## src/rtl/qar_timer_pkg.sv

```systemverilog
// Shared timer/sequencer address map and the sequencer step state type.
package qar_timer_pkg;

  localparam logic [5:0] TMR_CTRL_ADDR      = 6'h00;
  localparam logic [5:0] TMR_STATUS_ADDR    = 6'h03;
  localparam logic [5:0] TMR_PWM0_DUTY_ADDR = 6'h0D;
  localparam logic [5:0] TMR_PWM1_DUTY_ADDR = 6'h0F;
  localparam logic [5:0] TMR_CAPTURE1_ADDR  = 6'h13;

  localparam logic [4:0] SEQ_CTRL_ADDR       = 5'h00;
  localparam logic [4:0] SEQ_LEN_ADDR        = 5'h01;
  localparam logic [4:0] SEQ_STATUS_ADDR     = 5'h02;
  localparam logic [4:0] SEQ_INDEX_ADDR      = 5'h03;
  localparam logic [4:0] SEQ_ACK_MASK_ADDR   = 5'h04;
  localparam logic [4:0] SEQ_TABLE_BASE_ADDR = 5'h10;

  typedef enum logic [1:0] {
    ST_IDLE,
    ST_WR_DUTY,
    ST_WR_ACK
  } seq_state_e;

endpackage

```

## src/rtl/qar_seq_table.sv

```systemverilog
// Duty table: DEPTH x 32 register file, one write port, cfg and step read ports.
module qar_seq_table #(
  parameter int unsigned DEPTH = 16
) (
  input  logic        clk,
  input  logic        rst_n,
  input  logic        we,
  input  logic [3:0]  waddr,
  input  logic [31:0] wdata,
  input  logic [3:0]  cfg_raddr,
  output logic [31:0] cfg_rdata,
  input  logic [3:0]  step_raddr,
  output logic [31:0] step_rdata
);

  localparam int unsigned AW = (DEPTH > 1) ? $clog2(DEPTH) : 1;

  logic [31:0] mem_q [DEPTH];
  logic [31:0] mem_d [DEPTH];

  always_comb begin
    mem_d = mem_q;
    if (we) mem_d[waddr[AW-1:0]] = wdata;
  end

  always_ff @(posedge clk or negedge rst_n) begin
    if (!rst_n) begin
      for (int unsigned i = 0; i < DEPTH; i++) mem_q[i] <= '0;
    end else begin
      mem_q <= mem_d;
    end
  end

  assign cfg_rdata  = mem_q[cfg_raddr[AW-1:0]];
  assign step_rdata = mem_q[step_raddr[AW-1:0]];

endmodule

```

## src/rtl/qar_pwm_sequencer.sv

```systemverilog
// PWM duty sequencer: on each tick edge writes the next table entry to the timer
// duty register (plus optional status ack), sharing the timer port with the CPU.
module qar_pwm_sequencer
  import qar_timer_pkg::*;
#(
  parameter int unsigned DEPTH       = 16,
  parameter logic [5:0]  DUTY0_ADDR  = TMR_PWM0_DUTY_ADDR,
  parameter logic [5:0]  DUTY1_ADDR  = TMR_PWM1_DUTY_ADDR,
  parameter logic [5:0]  STATUS_ADDR = TMR_STATUS_ADDR
) (
  input  logic        clk,
  input  logic        rst_n,
  input  logic        cfg_write,
  input  logic        cfg_read,
  input  logic [4:0]  cfg_addr_word,
  input  logic [31:0] cfg_wdata,
  output logic [31:0] cfg_rdata,
  input  logic        cpu_write,
  input  logic        cpu_read,
  input  logic [5:0]  cpu_addr_word,
  input  logic [31:0] cpu_wdata,
  output logic [31:0] cpu_rdata,
  output logic        cpu_stall,
  output logic        tmr_write,
  output logic        tmr_read,
  output logic [5:0]  tmr_addr_word,
  output logic [31:0] tmr_wdata,
  input  logic [31:0] tmr_rdata,
  input  logic        tick
);

  localparam logic [4:0] DEPTH_L = 5'(DEPTH);

  seq_state_e  state_q, state_d;
  logic        enable_q, enable_d, loop_q, loop_d, chan_q, chan_d;
  logic [4:0]  len_q, len_d;
  logic        done_q, done_d, overrun_q, overrun_d;
  logic [3:0]  index_q, index_d;
  logic [31:0] ack_mask_q, ack_mask_d;
  logic        pending_q, pending_d, tick_q, tick_d;

  logic        tick_edge, seq_idle, cpu_req, advance, last_entry, busy;
  logic        table_hit, table_we;
  logic        ctrl_wr, len_wr, status_wr, mask_wr;
  logic [31:0] tbl_cfg_rdata, tbl_step_rdata;

  assign tick_edge  = tick & ~tick_q;
  assign seq_idle   = (state_q == ST_IDLE);
  assign cpu_req    = cpu_write | cpu_read;
  assign busy       = pending_q | ~seq_idle;
  assign last_entry = ({1'b0, index_q} == (len_q - 5'd1));
  assign table_hit  = cfg_addr_word[4] && ({1'b0, cfg_addr_word[3:0]} < DEPTH_L);
  assign table_we   = cfg_write && table_hit;
  assign ctrl_wr    = cfg_write && (cfg_addr_word == SEQ_CTRL_ADDR);
  assign len_wr     = cfg_write && (cfg_addr_word == SEQ_LEN_ADDR);
  assign status_wr  = cfg_write && (cfg_addr_word == SEQ_STATUS_ADDR);
  assign mask_wr    = cfg_write && (cfg_addr_word == SEQ_ACK_MASK_ADDR);

  qar_seq_table #(.DEPTH(DEPTH)) u_table (
    .clk        (clk),
    .rst_n      (rst_n),
    .we         (table_we),
    .waddr      (cfg_addr_word[3:0]),
    .wdata      (cfg_wdata),
    .cfg_raddr  (cfg_addr_word[3:0]),
    .cfg_rdata  (tbl_cfg_rdata),
    .step_raddr (index_q),
    .step_rdata (tbl_step_rdata)
  );

  always_comb begin
    state_d = state_q;
    advance = 1'b0;
    unique case (state_q)
      ST_IDLE:    if (pending_q && !cpu_req) state_d = ST_WR_DUTY;
      ST_WR_DUTY: begin
        if (ack_mask_q != '0) begin
          state_d = ST_WR_ACK;
        end else begin
          state_d = ST_IDLE;
          advance = 1'b1;
        end
      end
      ST_WR_ACK: begin
        state_d = ST_IDLE;
        advance = 1'b1;
      end
      default: state_d = ST_IDLE;
    endcase
  end

  always_comb begin
    tmr_write     = cpu_write;
    tmr_read      = cpu_read;
    tmr_addr_word = cpu_addr_word;
    tmr_wdata     = cpu_wdata;
    cpu_rdata     = tmr_rdata;
    cpu_stall     = 1'b0;
    if (!seq_idle) begin
      tmr_write     = 1'b1;
      tmr_read      = 1'b0;
      cpu_rdata     = '0;
      cpu_stall     = cpu_req;
      tmr_addr_word = STATUS_ADDR;
      tmr_wdata     = ack_mask_q;
      if (state_q == ST_WR_DUTY) begin
        tmr_addr_word = chan_q ? DUTY1_ADDR : DUTY0_ADDR;
        tmr_wdata     = tbl_step_rdata;
      end
    end
  end

  // Ordering below: cfg writes, then tick/pending, then advance, so hardware sets win.
  always_comb begin
    enable_d   = enable_q;
    loop_d     = loop_q;
    chan_d     = chan_q;
    len_d      = len_q;
    done_d     = done_q;
    overrun_d  = overrun_q;
    index_d    = index_q;
    ack_mask_d = ack_mask_q;
    pending_d  = pending_q;
    tick_d     = tick;

    if (ctrl_wr) begin
      enable_d = cfg_wdata[0];
      loop_d   = cfg_wdata[1];
      chan_d   = cfg_wdata[2];
      if (cfg_wdata[0] && !enable_q) begin
        index_d = '0;
        done_d  = 1'b0;
      end
    end
    if (len_wr)  len_d = (cfg_wdata[4:0] > DEPTH_L) ? DEPTH_L : cfg_wdata[4:0];
    if (mask_wr) ack_mask_d = cfg_wdata;
    if (status_wr) begin
      if (cfg_wdata[1]) done_d    = 1'b0;
      if (cfg_wdata[2]) overrun_d = 1'b0;
    end

    if (seq_idle && (state_d != ST_IDLE)) pending_d = 1'b0;
    if (tick_edge) begin
      if (busy) overrun_d = 1'b1;
      else if (enable_q && (len_q != '0)) pending_d = 1'b1;
    end
    if (ctrl_wr && (!cfg_wdata[0] || !enable_q)) pending_d = 1'b0;

    if (advance) begin
      if (last_entry) begin
        index_d = '0;
        if (!loop_q) begin
          done_d   = 1'b1;
          enable_d = 1'b0;
        end
      end else begin
        index_d = index_q + 4'd1;
      end
    end
  end

  always_ff @(posedge clk or negedge rst_n) begin
    if (!rst_n) begin
      state_q    <= ST_IDLE;
      enable_q   <= 1'b0;
      loop_q     <= 1'b0;
      chan_q     <= 1'b0;
      len_q      <= '0;
      done_q     <= 1'b0;
      overrun_q  <= 1'b0;
      index_q    <= '0;
      ack_mask_q <= '0;
      pending_q  <= 1'b0;
      tick_q     <= 1'b0;
    end else begin
      state_q    <= state_d;
      enable_q   <= enable_d;
      loop_q     <= loop_d;
      chan_q     <= chan_d;
      len_q      <= len_d;
      done_q     <= done_d;
      overrun_q  <= overrun_d;
      index_q    <= index_d;
      ack_mask_q <= ack_mask_d;
      pending_q  <= pending_d;
      tick_q     <= tick_d;
    end
  end

  always_comb begin
    cfg_rdata = '0;
    if (cfg_read) begin
      if (table_hit) begin
        cfg_rdata = tbl_cfg_rdata;
      end else begin
        unique case (cfg_addr_word)
          SEQ_CTRL_ADDR:     cfg_rdata = {29'd0, chan_q, loop_q, enable_q};
          SEQ_LEN_ADDR:      cfg_rdata = {27'd0, len_q};
          SEQ_STATUS_ADDR:   cfg_rdata = {29'd0, overrun_q, done_q, busy};
          SEQ_INDEX_ADDR:    cfg_rdata = {28'd0, index_q};
          SEQ_ACK_MASK_ADDR: cfg_rdata = ack_mask_q;
          default:           cfg_rdata = '0;
        endcase
      end
    end
  end

endmodule

```

## config.mk

```make
export PLATFORM = sky130hd
export DESIGN_NAME = qar_pwm_sequencer
export DESIGN_NICKNAME = d
export VERILOG_FILES = /design/src/rtl/qar_timer_pkg.sv /design/src/rtl/qar_seq_table.sv /design/src/rtl/qar_pwm_sequencer.sv
export SDC_FILE = /design/constraint.sdc
export NUM_CORES = 1
export LEC_CHECK = 0
export BUFFER_PORTS_ARGS = -buffer_cell sky130_fd_sc_hd__buf_2
export CAP_MARGIN = 10
export CORE_ASPECT_RATIO = 1.25
export CORE_UTILIZATION = 35
export CTS_CLUSTER_SIZE = 24
export DETAILED_ROUTE_END_ITERATION = 8
export GPL_ROUTABILITY_DRIVEN = 0
export GPL_TIMING_DRIVEN = 0
export REMOVE_ABC_BUFFERS = 1
export SLEW_MARGIN = 20
export SYNTH_ARGS = -nofsm -noshare
export SYNTH_HDL_FRONTEND = slang
export SYNTH_HIERARCHICAL = 1
export SYNTH_SLANG_ARGS = --single-unit
export TNS_END_PERCENT = 5
```

## constraint.sdc

```tcl
create_clock -name clk -period 4 [get_ports clk]
set_input_delay 0.4 -clock clk [delete_from_list [all_inputs] [get_ports clk]]
set_output_delay 0.4 -clock clk [all_outputs]
set_load 0.05 [all_outputs]
```

==> results_dict.tcl, run 1 <==
set metrics [dict create \
    start_util_pct 35.5 \
    tightest_slew_ps 860 \
    p_sw_share_pct 34.9 \
    p_clk_share_pct 26.6 \
    grt_pass1_vias 22217 \
    critPathMaxFanout 41 \
    p_leak_nw 15.4 \
    synth_cell_type_count 52 \
    die_y_um 332 \
    cp_cell_sequence "buf_12, buf_16, mux4_2, a22oi_1, nand2_1, mux2i_1, o21ai_0, buf_2" \
    status "finished, final reports clean" \
    grt_setup_unrepaired "no" \
    register_area_um2 14100 \
    ios 219 \
    r2r_cells 5 \
    max_stage_delay_ps 880 \
    port-buffer-count 218 \
    combPwrFrac_pct 36.3 \
    p_seq_share_pct 37.1 \
    hold_slack_ps 151 \
    highest_layer "met5" \
    cts_buffers 60 \
    dr_wl_met3_um 6440 \
    fillerInstances 7750 \
    grt_max_degree 104 \
    coreArea_um2 86000 \
    postPlaceCellArea_um2 34000 \
    rows 120 \
    setup_slack_ps 94.9 \
    final_cell_mix "dfrtp_1, mux2_2, mux4_2, buf_2, nand2_1" \
    hold_class "input port to flip-flop" \
    hpwl_um 63000 \
    cts_max_level 2 \
    fin_worst_skew_ps 20.2 \
    drv_slew 0 \
    power_density_nw_per_um2 584 \
    die_w_um 266 \
    cts_sinks 562 \
    wl_per_cell_um 26.8 \
    layout_commonest_cell "dfrtp_1" \
    hold_viol 0 \
    synth_cells 2178 \
    peakVddDrop_v 0.000398 \
    postSynth.asyncResetShare_pct 100 \
    met1Wirelength_um 39000 \
    start_kind "flip-flop" \
    crit_buf_inv 3 \
    p_int_mw 13.7 \
    clock_path_buffers 3 \
    r2r_slack_ps 1250 \
    multiInputGateArea_um2 15700 \
    cp-end-kind "primary output" \
    vias 20690 \
    syn_area_um2 30500 \
    synthFlopType "dfrtp_1" \
    r2r-end "index_q[3]" \
    p_switching_mw 7.34 \
    wl_met2_um 45600 \
    cts_tree "built" \
    drt-pass1-iter-count 5 \
    final_area_um2 36000 \
    worstReg2RegStart "ack_mask_q[18]" \
    drc_errors 0 \
    crit_start "index_q[1]" \
    clkTransAtPathRegs_ps 60 \
    viasPerCell 5.82 \
    period_needed_ps 3910 \
    drive_above_1_share_pct 52.1 \
    cp.required_ps 3600 \
    synth_edf_count 0 \
    yosysWarnings 6 \
    min_delay_path_depth 3 \
    slowest_stage "dfrtp_4" \
    drtAntennaViolNets 0 \
    gr-total-overflow 0 \
    grt_usage_pct 21.6 \
    drt_iter0_drc 1644 \
    num-nets-final 2470 \
    final.period_utilization_pct 97.6 \
    dieArea_um2 88400 \
    cp.depth 8 \
    critPathTopFamily "flip-flops" \
    max_freq_mhz 256 \
    clk_latency_ps 630 \
    grt_pass1_wl_um 144000 \
    crit_type "flip-flop to primary output" \
    antenna_found_initial 8 \
    setup_violations 0 \
    avgSynthCellArea_um2 14.0 \
    arrival_ps 3510 \
    cts_root_buf "clkbuf_16" \
    routed_wl_um 95200 \
    place_ws_ps 118 \
    slew_headroom_pct 42.4 \
    crit_path_end "tmr_wdata[26]" \
    synth-seq-area-share_pct 46.1 \
    maxCapViolations 0 \
    syn_to_final_growth_pct 18.1 \
    ys_seq_elements 562 \
]
## flip-flops by register name, summed over array words and instances (netlist names), 2 cells and up
name and cells:
ack_mask_q 32, state_q 2, u_table/mem_q 512, len_q 5, index_q 4
## power by group through the flow
stage	sequential [mW]	clock (mW)	combinational, mW
2_1_floorplan	7.83	0	5.43
3_3_place_gp	8.11	0	6.78
3_5_place_dp	7.97	0	7.55
4_1_cts	7.80	5.72	7.70
5_1_grt	7.97	5.94	8.13
6_report	7.82	5.60	7.63
## synth_stat cells, types with 3 or more instances
cell type | n | area share [%]
mux4_2 | 257 | 19
buf_2 | 80 | 1.3
nand3_1 | 10 | 0.16
mux2i_1 | 35 | 1.1
nor2b_1 | 10 | 0.20
and2_1 | 67 | 1.4
inv_1 | 7 | 0.086
nand2b_1 | 13 | 0.27
dfrtp_1 | 562 | 46
mux2_1 | 4 | 0.15
nor4_1 | 7 | 0.14
o21ai_0 | 71 | 1.2
ha_1 | 6 | 0.25
nor2_1 | 15 | 0.18
buf_4 | 4 | 0.098
mux2_2 | 544 | 20
clkbuf_1 | 119 | 1.5
nand3b_1 | 4 | 0.098
a22oi_1 | 129 | 3.2
nand4_1 | 3 | 0.061
xnor2_1 | 3 | 0.086
buf_1 | 3 | 0.037
nor3_1 | 11 | 0.18
nand2_1 | 177 | 2.2
## how the worst min path moves through the flow
stage | to | slack (ps) | start
3_3_place_gp | u_table/mem_q[230] | 490 | u_table/mem_q[230]
5_1_grt | state_q[0] | 160 | cpu_read
4_1_cts | state_q[0] | 120 | cpu_read
3_5_place_dp | u_table/mem_q[57] | 360 | rst_n
6_report | state_q[0] | 150 | cpu_read
2_1_floorplan | ack_mask_q[0] | 100 | rst_n
## through the flow
step                cells  total power [mW]  setup TNS, ps  util (%)
floorplan            1972              13.3        -124310         -
global placement     3349              14.9       -8453990      37.4
detailed placement   3440              15.5              0      39.5
CTS                  3550              21.2              0      41.9
global route         3552              22.0              0      41.9
finish               3552              21.0              0      41.9
## cell families after synthesis
kind of cell,after synthesis,synth area share (%)
muxes,840,40.3
DFF,562,46.1
and+or+nand+nor,333,5.38
AOI/OAI and AO/OA,219,4.83
buffers and inverters,213,3.00
adders and majority gates,6,0.246
xor gates and xnor gates,5,0.143
## area by class of cell
cell class	count	area share (%)
Clock buffer	83	4.74
Antenna cell	1	0.00694
Sequential cell	562	39.0
Tap cell	1159	4.02
Multi-Input combinational cell	1403	43.7
Inverter	7	0.0729
Timing Repair Buffer	316	7.75
Clock inverter	21	0.701
## timing repair
| item | CTS | global route |
|---|---|---|
| endpoints found under the hold margin | 55 | 0 |
| gates resized for setup | 1 | 0 |
| buffers inserted | 4 | 1 |
| setup endpoints to repair | 12 | 1 |
| pin swaps | 0 | 1 |
| hold buffers | 2 | 0 |
## layer usage
metal / up-vias / GRT usage [%]
li1: 8618 / -
met2: 866 / 35.2
met5: - / 0
met3: 261 / 3.51
met1: 10941 / 28.6
met4: 4 / 8.89
## tightest hold or removal path, cell delays in order
cell and delay, ps:
buf_2 100, nor3b_1 60, o21a_1 180
No activity file was read; power rests on OpenSTA's default activity.
==> inputs of run 2 (changes only) <==
--- a/config.mk
+++ b/config.mk
@@ -11,9 +11,8 @@
 export CORE_UTILIZATION = 35
 export CTS_CLUSTER_SIZE = 24
 export DETAILED_ROUTE_END_ITERATION = 8
-export GPL_ROUTABILITY_DRIVEN = 0
+export GPL_ROUTABILITY_DRIVEN = 1
 export GPL_TIMING_DRIVEN = 0
-export REMOVE_ABC_BUFFERS = 1
 export SLEW_MARGIN = 20
 export SYNTH_ARGS = -nofsm -noshare
 export SYNTH_HDL_FRONTEND = slang
==> results_dict.tcl, run 2 (same netlist as run 1, synthesis figures left out) <==
set metrics [dict create \
    drt_iter0_drc 1928 \
    hold_class "input port to flip-flop" \
    critPathMaxFanout 14 \
    hold_slack_ps 105 \
    peakVddDrop_v 0.000390 \
    syn_to_final_growth_pct 15.9 \
    cp-end-kind "primary output" \
    drive_above_1_share_pct 49.4 \
    routed_wl_um 106000 \
    coreArea_um2 86000 \
    drt-pass1-iter-count 7 \
    tightest_slew_ps 1130 \
    final_cell_mix "dfrtp_1, mux2_2, buf_2, mux4_2, nand2_1" \
    wl_per_cell_um 28.8 \
    top_regs "u_table/mem_q (512), ack_mask_q (32), len_q (5)" \
    clkTransAtPathRegs_ps 60 \
    drv_slew 0 \
    cp_cell_sequence "buf_2, clkbuf_1, buf_1, mux4_2, a22oi_1, nand2_1, nand2_1, o21ai_0, and2_1, buf_2" \
    largest_reg_flops 512 \
    cts_max_level 2 \
    cts_root_buf "clkbuf_16" \
    grt_pass1_wl_um 154000 \
    cts_sinks 562 \
    cts_tree "built" \
    port-buffer-count 218 \
    power_density_nw_per_um2 613 \
    crit_type "input port to primary output" \
    maxCapViolations 0 \
    die_w_um 266 \
    grt_pass1_vias 22574 \
    period_needed_ps 3970 \
    slowest_stage "buf_1" \
    gr-usage-met1_pct 29.3 \
    dieArea_um2 88400 \
    antenna_found_initial 6 \
    num-nets-final 2583 \
    clk_latency_ps 640 \
    multiInputGateArea_um2 15600 \
    p_leak_nw 15.3 \
    setup_violations 0 \
    fin_worst_skew_ps 26.8 \
    fillerInstances 8018 \
    drtAntennaViolNets 0 \
    arrival_ps 3570 \
    layout_commonest_cell "dfrtp_1" \
    final.period_utilization_pct 99.1 \
    start_kind "input port" \
    die_y_um 332 \
    start_util_pct 35.5 \
    viasPerCell 5.86 \
    slew_headroom_pct 24.1 \
    max_stage_delay_ps 860 \
    use_met2_pct 39.3 \
    syn_nets 2298 \
    grt_setup_unrepaired "yes" \
    cts_buffers 58 \
    drc_errors 0 \
    grt_util_met3_pct 5.32 \
    finalSetupTns_ps 0 \
    place_congestion 0.921 \
    register_area_um2 14100 \
    grt_busiest_layer "met2" \
    top_register "u_table/mem_q" \
    hpwl_um 74000 \
    power_mw 21.7 \
    hold_viol 0 \
    vias 21529 \
    rows 120 \
    ios 219 \
    grt_usage_pct 23.8 \
    max_freq_mhz 252 \
    cp.required_ps 3600 \
    grt_max_degree 107 \
    gr-total-overflow 0 \
    clock_path_buffers 3 \
    status "finished, final reports clean" \
]
## run 2: cell count changes in the layout (fill, tap and decap cells not counted), moves of 22 or more
cell,change
clkbuf_1,+94
buf_2,+72
buf_4,-31
buf_16,-34
clkbuf_2,+22
## run 2: stage by stage
step           setup WS [ps]  cells  area (um^2)  utilization [%]
2_1_floorplan            943   2178        30500                -
4_1_cts                 -132   3669        35300             41.0
5_1_grt                -35.2   3669        35400             41.1
6_report                34.8   3671        35400             41.1
3_5_place_dp            -157   3560        33200             38.6
3_3_place_gp           -8630   3555        33100             38.4
## run 2: cell type report
cell class / count / area share [%]
Antenna cell: 2 / 0.0141
Inverter: 7 / 0.0743
Clock inverter: 20 / 0.863
Clock buffer: 87 / 4.89
Sequential cell: 562 / 39.8
Tap cell: 1159 / 4.10
Multi-Input combinational cell: 1403 / 44.0
Buffer: 206 / 2.76
Timing Repair Buffer: 225 / 3.56
## run 2: critical path, delay by kind of cell
kind	cells	cell delay [ps]
muxes	1	430
buffers and inverters	4	1900
and+or+nand+nor	3	370
AOI/OAI and AO/OA	2	430
## run 2: final timing paths
path	from	endpoint	slack, ps	cells after the start
worst max register to register	ack_mask_q[13]	index_q[3]	1190	5
worst min register to register	u_table/mem_q[501]	u_table/mem_q[501]	520	1
worst max-delay path	cfg_addr_word[1]	cfg_rdata[22]	30	10
max in group asynchronous	rst_n	u_table/mem_q[329]	1230	6
min in group asynchronous	rst_n	u_table/mem_q[24]	380	2
worst min-delay path	cfg_wdata[14]	u_table/mem_q[110]	100	2
## run 2: repair_timing
action | CTS | global route
gates resized for setup | 17 | 46
setup endpoints to repair | 38 | 39
gates cloned | 0 | 0
buffers inserted | 0 | 0
hold buffers | 2 | 0
hold endpoints to repair | 92 | 0
## run 2: power by group
group | switching [mW] | internal (mW) | total [mW]
registers | 0.905 | 6.81 | 7.71
logic | 4.69 | 3.44 | 8.12
clock network | 2.40 | 3.44 | 5.84
## run 2: per-layer routing
layer  wire length [um]  share of wire [%]  vias to the layer above
met4               5340                5.1                        6
met2              52000                 49                     1023
li1                   -                  -                     8846
met3               8160                7.7                      273
met1              40100                 38                    11381
met5                 46              0.044                        -
==> inputs of run 3 (changes only) <==
--- a/config.mk
+++ b/config.mk
@@ -13,6 +13,7 @@
 export DETAILED_ROUTE_END_ITERATION = 8
 export GPL_ROUTABILITY_DRIVEN = 1
 export GPL_TIMING_DRIVEN = 0
+export PLACE_DENSITY = 0.49
 export SLEW_MARGIN = 20
 export SYNTH_ARGS = -nofsm -noshare
 export SYNTH_HDL_FRONTEND = slang
==> results_dict.tcl, run 3 (same netlist as run 1, synthesis figures left out) <==
set metrics [dict create \
    status "finished, violations left" \
    failed_checks "setup timing" \
    viasPerCell 5.77 \
    fin_worst_skew_ps 12.2 \
    antenna_cells 0 \
    grt_setup_unrepaired "yes" \
    antenna_found_initial 4 \
    p_switching_mw 8.08 \
    syn_to_final_growth_pct 15.9 \
    combPwrFrac_pct 37.9 \
    grt_max_degree 99 \
    final_cell_mix "dfrtp_1, mux2_2, buf_2, mux4_2, nand2_1" \
    gr-total-overflow 0 \
    power_density_nw_per_um2 611 \
    cts_tree "built" \
    p_clk_share_pct 26.4 \
    clkTransAtPathRegs_ps 60 \
    peakVddDrop_v 0.000541 \
    grt_pass1_vias 22701 \
    port-buffer-count 218 \
    max_freq_mhz 247 \
    critPathMaxFanout 14 \
    place_congestion 0.862 \
    final.period_utilization_pct 101 \
    ios 219 \
    drc_errors 0 \
    hpwl_um 77000 \
    cts_buffers 61 \
    top_register "u_table/mem_q" \
    period_needed_ps 4040 \
    power_mw 21.6 \
    grt_pass1_wl_um 161000 \
    cts_max_level 2 \
    cts_root_buf "clkbuf_16" \
    die_y_um 332 \
    syn_nets 2298 \
    start_kind "input port" \
    layout_commonest_cell "dfrtp_1" \
    hold_class "input port to flip-flop" \
    cts_sinks 562 \
    cp.required_ps 3600 \
    fillerInstances 8086 \
    die_w_um 266 \
    crit_type "input port to primary output" \
    drtAntennaViolNets 0 \
    postCtsSetupBuffers 0 \
    arrival_ps 3640 \
    drt_iter0_drc 1467 \
    wl_per_cell_um 30.1 \
    dieArea_um2 88400 \
    coreArea_um2 86000 \
    tightest_slew_ps 1290 \
    clock_path_buffers 3 \
    p_seq_share_pct 35.7 \
    vias 21225 \
    clk_latency_ps 650 \
    p_leak_nw 15.3 \
    drt-pass1-iter-count 7 \
    slew_headroom_pct 13.2 \
    start_util_pct 35.5 \
    cp-end-kind "primary output" \
    drv_slew 0 \
    largest_reg_flops 512 \
    hold_slack_ps 73.6 \
    top_regs "u_table/mem_q (512), ack_mask_q (32), len_q (5)" \
    num-nets-final 2587 \
    routed_wl_um 111000 \
    setup_violations 2 \
    grt_usage_pct 25.3 \
    p_sw_share_pct 37.4 \
    rows 120 \
    maxCapViolations 0 \
    hold_viol 0 \
    setup_slack_ps -43.2 \
    drive_above_1_share_pct 49.6 \
    p_int_mw 13.5 \
]
-- run 3: changes by cell type in the layout (fill, tap and decap cells not counted), sizes merged --
cell,previous run,this run
bufinv,7,3
clkinv,8,12
inv,9,11
clkbuf,209,208
clkdlybuf4s15,1,0
buf,306,314
diode,2,0
clkinvlp,3,2
-- run 3: final cells by class --
type / count / area, um^2 / share of cell area [%]
multi-input combinational: 1403 / 15600 / 44.0
sequential: 562 / 14100 / 39.8
clock buffer: 92 / 1780 / 5.04
tap: 1159 / 1450 / 4.10
timing repair buffer: 226 / 1290 / 3.64
buffer: 206 / 986 / 2.79
clock inverter: 21 / 211 / 0.598
inverter: 7 / 26.3 / 0.0743
-- run 3: layer usage --
layer / up-vias / track usage (%) / wire [um]
li1: 8887 / - / -
met1: 11392 / 31.9 / 44300
met2: 690 / 43.0 / 55600
met3: 256 / 3.63 / 5720
met4: 0 / 11.0 / 5240
met5: - / 0 / 0
-- run 3: stage by stage --
step	std cells	setup WS, ps	TNS, ps	utilization (%)	instance area, um^2
global placement	3555	-9320	-5168020	38.4	33100
CTS	3676	-10.8	-19.8	41.1	35300
detailed placement	3561	-281	-2010	38.7	33300
floorplan	2178	943	0	-	30500
finish	3676	-43.2	-54.0	41.1	35400
global route	3676	-127	-1610	41.1	35400
-- run 3: path summary, 6_finish.rpt --
path	from	endpoint	slack, ps	cells past startpoint
setup / recovery	cfg_addr_word[1]	cfg_rdata[30]	-40	10
max in group asynchronous	rst_n	u_table/mem_q[332]	2030	5
hold / removal	cfg_wdata[29]	ack_mask_q[29]	70	2
setup reg to reg	ack_mask_q[13]	index_q[3]	480	5
hold reg to reg	u_table/mem_q[501]	u_table/mem_q[501]	520	1
min in group asynchronous	rst_n	chan_q	220	2
-- run 3: timing repair --
item                       in CTS  in global routing
setup endpoints to repair      50                 38
pin swaps                       0                  0
hold endpoints to repair       40                  0
hold buffers                    2                  0
gates resized for setup        39                 17
-- run 3: critical path: stages --
cell and delay (ps):
buf_2 300, clkbuf_1 580, clkbuf_1 840, mux4_2 420, a22oi_1 260, nand2_1 80, nand2_1 70, o21ai_0 210
and2_1 250, buf_2 210
-- run 3: power by group through the flow --
stage          clock, mW  combinational [mW]  sequential [mW]
2_1_floorplan          0                5.70             7.44
3_3_place_gp           0                8.10             7.66
3_5_place_dp           0                8.20             7.78
4_1_cts             5.85                8.28             7.68
5_1_grt             6.07                8.66             7.85
6_report            5.71                8.19             7.70
